--- src/rtl/demux16_router_pkg.sv ---
// demux16_router_pkg: shared constants for the 1-to-2 word router.
// Holds word width, channel select encodings and default sizing.
package demux16_router_pkg;

    // Default data word width in bits.
    localparam int WORD_WIDTH = 16;

    // Channel select encodings, sampled alongside inData.
    localparam logic SEL_A = 1'b0;
    localparam logic SEL_B = 1'b1;

    // Default sizing for the output FIFOs and delivered-word counters.
    localparam int DEFAULT_DEPTH     = 2;
    localparam int DEFAULT_CNT_WIDTH = 16;

    // Pointer width for a power-of-two FIFO; never below one bit.
    function automatic int ptr_bits(input int depth);
        return (depth > 1) ? $clog2(depth) : 1;
    endfunction

    // Occupancy width able to hold 0..depth inclusive.
    function automatic int occ_bits(input int depth);
        return $clog2(depth + 1);
    endfunction

endpackage

--- src/rtl/demux16_fifo.sv ---
// demux16_fifo: synchronous WIDTH x DEPTH FIFO used per output channel.
// Ports: clk, reset (sync, active-high), push_i/data_i (write side),
//        pop_i (read side), full_o, valid_o, head_o (0 when empty).
module demux16_fifo
    import demux16_router_pkg::*;
#(
    parameter int WIDTH = WORD_WIDTH,
    parameter int DEPTH = DEFAULT_DEPTH
) (
    input  logic             clk,
    input  logic             reset,
    input  logic             push_i,
    input  logic [WIDTH-1:0] data_i,
    input  logic             pop_i,
    output logic             full_o,
    output logic             valid_o,
    output logic [WIDTH-1:0] head_o
);

    localparam int PW = ptr_bits(DEPTH);
    localparam int OW = occ_bits(DEPTH);

    logic [WIDTH-1:0] mem_q [DEPTH];
    logic [PW-1:0]    rd_q;
    logic [PW-1:0]    rd_d;
    logic [PW-1:0]    wr_q;
    logic [PW-1:0]    wr_d;
    logic [OW-1:0]    occ_q;
    logic [OW-1:0]    occ_d;

    logic do_push;
    logic do_pop;

    assign full_o  = (occ_q == OW'(DEPTH));
    assign valid_o = (occ_q != '0);

    // Head is forced to zero while empty so stale storage never leaks.
    assign head_o = valid_o ? mem_q[rd_q] : '0;

    // A full FIFO refuses pushes even when it pops in the same cycle,
    // which keeps the upstream ready free of any downstream path.
    assign do_push = push_i && !full_o;
    assign do_pop  = pop_i && valid_o;

    always_comb begin
        rd_d  = rd_q;
        wr_d  = wr_q;
        occ_d = occ_q;
        if (do_pop) begin
            rd_d = rd_q + PW'(1);
        end
        if (do_push) begin
            wr_d = wr_q + PW'(1);
        end
        unique case ({do_push, do_pop})
            2'b10:   occ_d = occ_q + OW'(1);
            2'b01:   occ_d = occ_q - OW'(1);
            default: occ_d = occ_q;
        endcase
    end

    always_ff @(posedge clk) begin
        if (reset) begin
            rd_q  <= '0;
            wr_q  <= '0;
            occ_q <= '0;
            for (int i = 0; i < DEPTH; i++) begin
                mem_q[i] <= '0;
            end
        end else begin
            rd_q  <= rd_d;
            wr_q  <= wr_d;
            occ_q <= occ_d;
            if (do_push) begin
                mem_q[wr_q] <= data_i;
            end
        end
    end

endmodule

--- src/rtl/demux16_router.sv ---
// demux16_router: steers one input word per cycle into FIFO A or B by select.
// Ports: clk, reset, inValid/inReady/inData/select (producer side),
//        outA*/outB* valid/ready/data (consumers), countA/countB delivered.
module demux16_router
    import demux16_router_pkg::*;
#(
    parameter int WIDTH     = WORD_WIDTH,
    parameter int DEPTH     = DEFAULT_DEPTH,
    parameter int CNT_WIDTH = DEFAULT_CNT_WIDTH
) (
    input  logic                 clk,
    input  logic                 reset,
    input  logic                 inValid,
    output logic                 inReady,
    input  logic [WIDTH-1:0]     inData,
    input  logic                 select,
    output logic                 outAValid,
    input  logic                 outAReady,
    output logic [WIDTH-1:0]     outA,
    output logic                 outBValid,
    input  logic                 outBReady,
    output logic [WIDTH-1:0]     outB,
    output logic [CNT_WIDTH-1:0] countA,
    output logic [CNT_WIDTH-1:0] countB
);

    logic fullA;
    logic fullB;
    logic accept;
    logic pushA;
    logic pushB;
    logic popA;
    logic popB;

    logic [CNT_WIDTH-1:0] countA_q;
    logic [CNT_WIDTH-1:0] countA_d;
    logic [CNT_WIDTH-1:0] countB_q;
    logic [CNT_WIDTH-1:0] countB_d;

    // Ready looks only at the selected channel's registered full flag,
    // so a stalled channel never blocks words bound for the other one.
    assign inReady = !reset && ((select == SEL_A) ? !fullA : !fullB);

    assign accept = inValid && inReady;
    assign pushA  = accept && (select == SEL_A);
    assign pushB  = accept && (select == SEL_B);

    assign popA = outAValid && outAReady;
    assign popB = outBValid && outBReady;

    demux16_fifo #(
        .WIDTH (WIDTH),
        .DEPTH (DEPTH)
    ) u_fifo_a (
        .clk     (clk),
        .reset   (reset),
        .push_i  (pushA),
        .data_i  (inData),
        .pop_i   (popA),
        .full_o  (fullA),
        .valid_o (outAValid),
        .head_o  (outA)
    );

    demux16_fifo #(
        .WIDTH (WIDTH),
        .DEPTH (DEPTH)
    ) u_fifo_b (
        .clk     (clk),
        .reset   (reset),
        .push_i  (pushB),
        .data_i  (inData),
        .pop_i   (popB),
        .full_o  (fullB),
        .valid_o (outBValid),
        .head_o  (outB)
    );

    // Delivered-word counters wrap silently at their width.
    always_comb begin
        countA_d = countA_q;
        countB_d = countB_q;
        if (popA) begin
            countA_d = countA_q + CNT_WIDTH'(1);
        end
        if (popB) begin
            countB_d = countB_q + CNT_WIDTH'(1);
        end
    end

    always_ff @(posedge clk) begin
        if (reset) begin
            countA_q <= '0;
            countB_q <= '0;
        end else begin
            countA_q <= countA_d;
            countB_q <= countB_d;
        end
    end

    assign countA = countA_q;
    assign countB = countB_q;

endmodule

--- config.mk ---
export PLATFORM = sky130hd
export DESIGN_NAME = demux16_router
export DESIGN_NICKNAME = d
export VERILOG_FILES = /design/src/rtl/demux16_router_pkg.sv /design/src/rtl/demux16_fifo.sv /design/src/rtl/demux16_router.sv
export SDC_FILE = /design/constraint.sdc
export NUM_CORES = 1
export LEC_CHECK = 0
export ABC_AREA = 1
export CAP_MARGIN = 10
export CORE_MARGIN = 2
export CORE_UTILIZATION = 63
export CTS_CLUSTER_SIZE = 10
export DETAILED_ROUTE_END_ITERATION = 10
export DONT_BUFFER_PORTS = 1
export PLACE_DENSITY = 0.85
export REMOVE_ABC_BUFFERS = 1
export SLEW_MARGIN = 20
export SYNTH_ARGS = -nofsm -noshare
export SYNTH_HDL_FRONTEND = slang
export SYNTH_SLANG_ARGS = --single-unit
--- constraint.sdc ---
create_clock -name clk -period 3.6 [get_ports clk]
set_input_delay 0.54 -clock clk [delete_from_list [all_inputs] [get_ports clk]]
set_output_delay 0.54 -clock clk [all_outputs]
set_load 0.05 [all_outputs]
==> flow_summary.toml <==
[status]
status = "finished, final reports clean"

[worst_hold_path]
holdPathEnd = "countB[2]"
min-delay-start = "reset"
whs_path_depth = 1
hold_path.class = "in2reg"

[synthesis]
synth_area_leaders = "edfxtp_1 41%, dfxtp_1 18%, nand2_1 9.6%"
ys_warn_count = 0
netlist_area_sq_um = 4730
synth.ff_latch_count = 106
syn_area_per_cell_sq_um = 8.55
yosysUniqueCellTypes = 23
yosys.area.top_type = "edfxtp_1"
synth_top_area_share_pct = 40.7
postSynthCellCount = 553
ys_seq_area_share_pct = 58.4

[flow_run]
maxCapViolCount = 0

[routing]
vias = 3753
routed_wirelength_um = 10100
ant_nets = 0
drt_iter0_drc = 194
highest_layer = "met4"
wl_met3_um = 807
wl_met2_um = 5160
firstDrtPassIters = 5
wl_per_cell_um = 14.7
routed_via_density = 5.49
drc = 0
wl_met1_um = 4000

[pwr]
powerDensity_nw_per_um2 = 510
power_mw = 2.69
ir_worst_vdd_uv = 332
cellLeakagePower_nw = 2.13

[placed_design]
port_buffers = 0
dp.cells = 668
place_ws_ns = 1.05
dpl_cell_area_sq_um = 5030
place_hpwl_um = 7140
place_congestion = 0.841

[clocking]
cts_resized = 0
hold_buffers = 0
cts_tree = "built"
cts_num_sinks = 106
htree_levels = 3
clockRootBuffer = "clkbuf_8"
clock_latency_ns = 0.36
cts_buffers = 9
clk_pin_slew_ns = 0.10
cts_setup_buffers = 0
clk_path_buf_depth = 2

[setup_path]
crit_slowest_cell = "dfxtp_1"
rr_startpoint = "u_fifo_a.occ_q[0]"
startpoint_type = "flop"
reg2reg_to = "u_fifo_b.mem_q[1][12]"
arrival_ns = 1.99
timing.critical_path.cells = "inv_1, nand2_1, a21oi_1, buf_4"
r2r_cells = 6
max_stage_delay_ns = 0.73
r2r_slack_ns = 1.23
crit_path_end_kind = "output pin"
critPathRequiredTime_ns = 3.06
crit_type = "reg2out"
crit_fanout = 17

[floorplanning]
ios = 89
start_util_pct = 65.2
rows = 31
dieArea_sq_um = 8210
core_area_sq_um = 7250
die_w_um = 90.6
die_h_um = 90.6

[sta]
hold_slack_ns = 0.240
worst_slew_margin_rel_pct = 37.4
finalCriticalPeriod_ns = 2.53
clock_skew_ns = 0.0133
tns_ns = 0
period_share_pct = 70.4
slew_violations = 0
setup_viol = 0
tightest_slew_ns = 0.936
rsz0062_at_grt = "no"
timing.final.ws_setup_ns = 1.07
fmax_ghz = 0.395
hold_violations = 0

[cells_and_area]
multi_input_area_sq_um = 1620
final_util_pct = 72.7
n_antenna_cell = 0
drive_above_1_share_pct = 10.1
fillers = 550
design_area_sq_um = 5270
finalNetCount = 606
regArea_sq_um = 2760
layoutNonFillerInstCount = 684
areaGrowthSynthToFinish_pct = 11.6

[grt]
grt_pass1_wl_um = 16900
grt-ovfl-total = 0
grt_max_degree = 23
grt_usage_pct = 25.6
grt_pass1_vias = 3598
antenna_found_initial = 0
final cells by class:
class | count | share of cell area [%]
clock inverters | 7 | 2.35
flip-flops and latches | 106 | 52.4
well taps | 99 | 2.35
repair buffers | 36 | 5.12
clock buffers | 9 | 2.35
inverters | 66 | 4.70
multi-input cells | 361 | 30.7
how the worst max path moves through the flow:
stage | slack, ns | endpoint | from | cells past startpoint
3_5_place_dp | 1.05 | u_fifo_a.mem_q[0][10] | select | 6
3_3_place_gp | 1.18 | u_fifo_a.mem_q[0][4] | select | 6
2_1_floorplan | 0.67 | u_fifo_a.mem_q[1][0] | select | 6
5_1_grt | 0.93 | outA[8] | flop | 4
4_1_cts | 1.10 | outA[8] | flop | 4
6_report | 1.07 | outA[12] | flop | 4
cell families (layout without fill, tap and decap cells):
family,after synthesis,count (layout),synth area share (%)
flops,106,106,58.4
buf+inv,86,118,7.25
simple gates,273,273,24.2
compound gates,84,84,9.00
fa+ha+maj,4,4,1.06
synth_stat cells:
master / n
edfxtp_1: 64
nand3_2: 3
clkbuf_1: 15
buf_6: 2
nor2_1: 90
o21bai_1: 1
nand4_1: 9
o21ai_0: 22
ha_1: 4
nor3b_4: 1
buf_4: 1
o21a_1: 1
nand2_2: 1
buf_1: 1
nand3_1: 23
dfxtp_1: 42
a21oi_1: 60
clkinv_1: 1
nor3_1: 23
inv_1: 65
nand2_1: 121
nor2_2: 2
buf_2: 1
power breakdown:
part | leakage (nW) | switching [mW] | internal, mW
Combinational | 0.996 | 0.313 | 0.0971
Sequential | 1.01 | 0.0582 | 1.35
Clock | 0.126 | 0.408 | 0.469
Total | 2.13 | 0.779 | 1.91
layout by cell type (no fill, tap or decap):
master,instances
clkbuf_8,9
bufinv_16,3
ha_1,4
edfxtp_1,64
buf_4,36
inv_6,1
dfxtp_1,42
a21oi_1,60
nor3b_4,1
nor2_2,2
clkinv_4,1
clkinv_2,1
nand4_1,9
nand2_2,1
clkinv_1,1
inv_8,1
nand3_1,23
nand3_2,3
nand2_1,121
o21a_1,1
inv_1,65
o21ai_0,21
nor3_1,23
o21ai_1,1
o21bai_1,1
nor2_1,90
critical path, delay by kind of cell, from the launching register on:
kind	cells	cell delay [ns]
simple gates	1	0.15
compound gates	1	0.11
flops	1	0.73
buf+inv	2	0.63
routing by layer:
| layer | up-vias | track usage, % |
|---|---|---|
| met5 | - | 0 |
| met4 | 0 | 5.38 |
| met3 | 11 | 6.84 |
| met2 | 131 | 45.0 |
| met1 | 1742 | 31.9 |
| li1 | 1869 | - |
flip-flops by register name, indices dropped and copies added, names as in the netlist, 2 cells and up, named ones only:
register,cells
countA,16
countB,16
u_fifo_a.mem_q,32
u_fifo_b.mem_q,32
u_fifo_b.occ_q,2
u_fifo_a.occ_q,2
No activity file was read; power rests on OpenSTA's default activity.
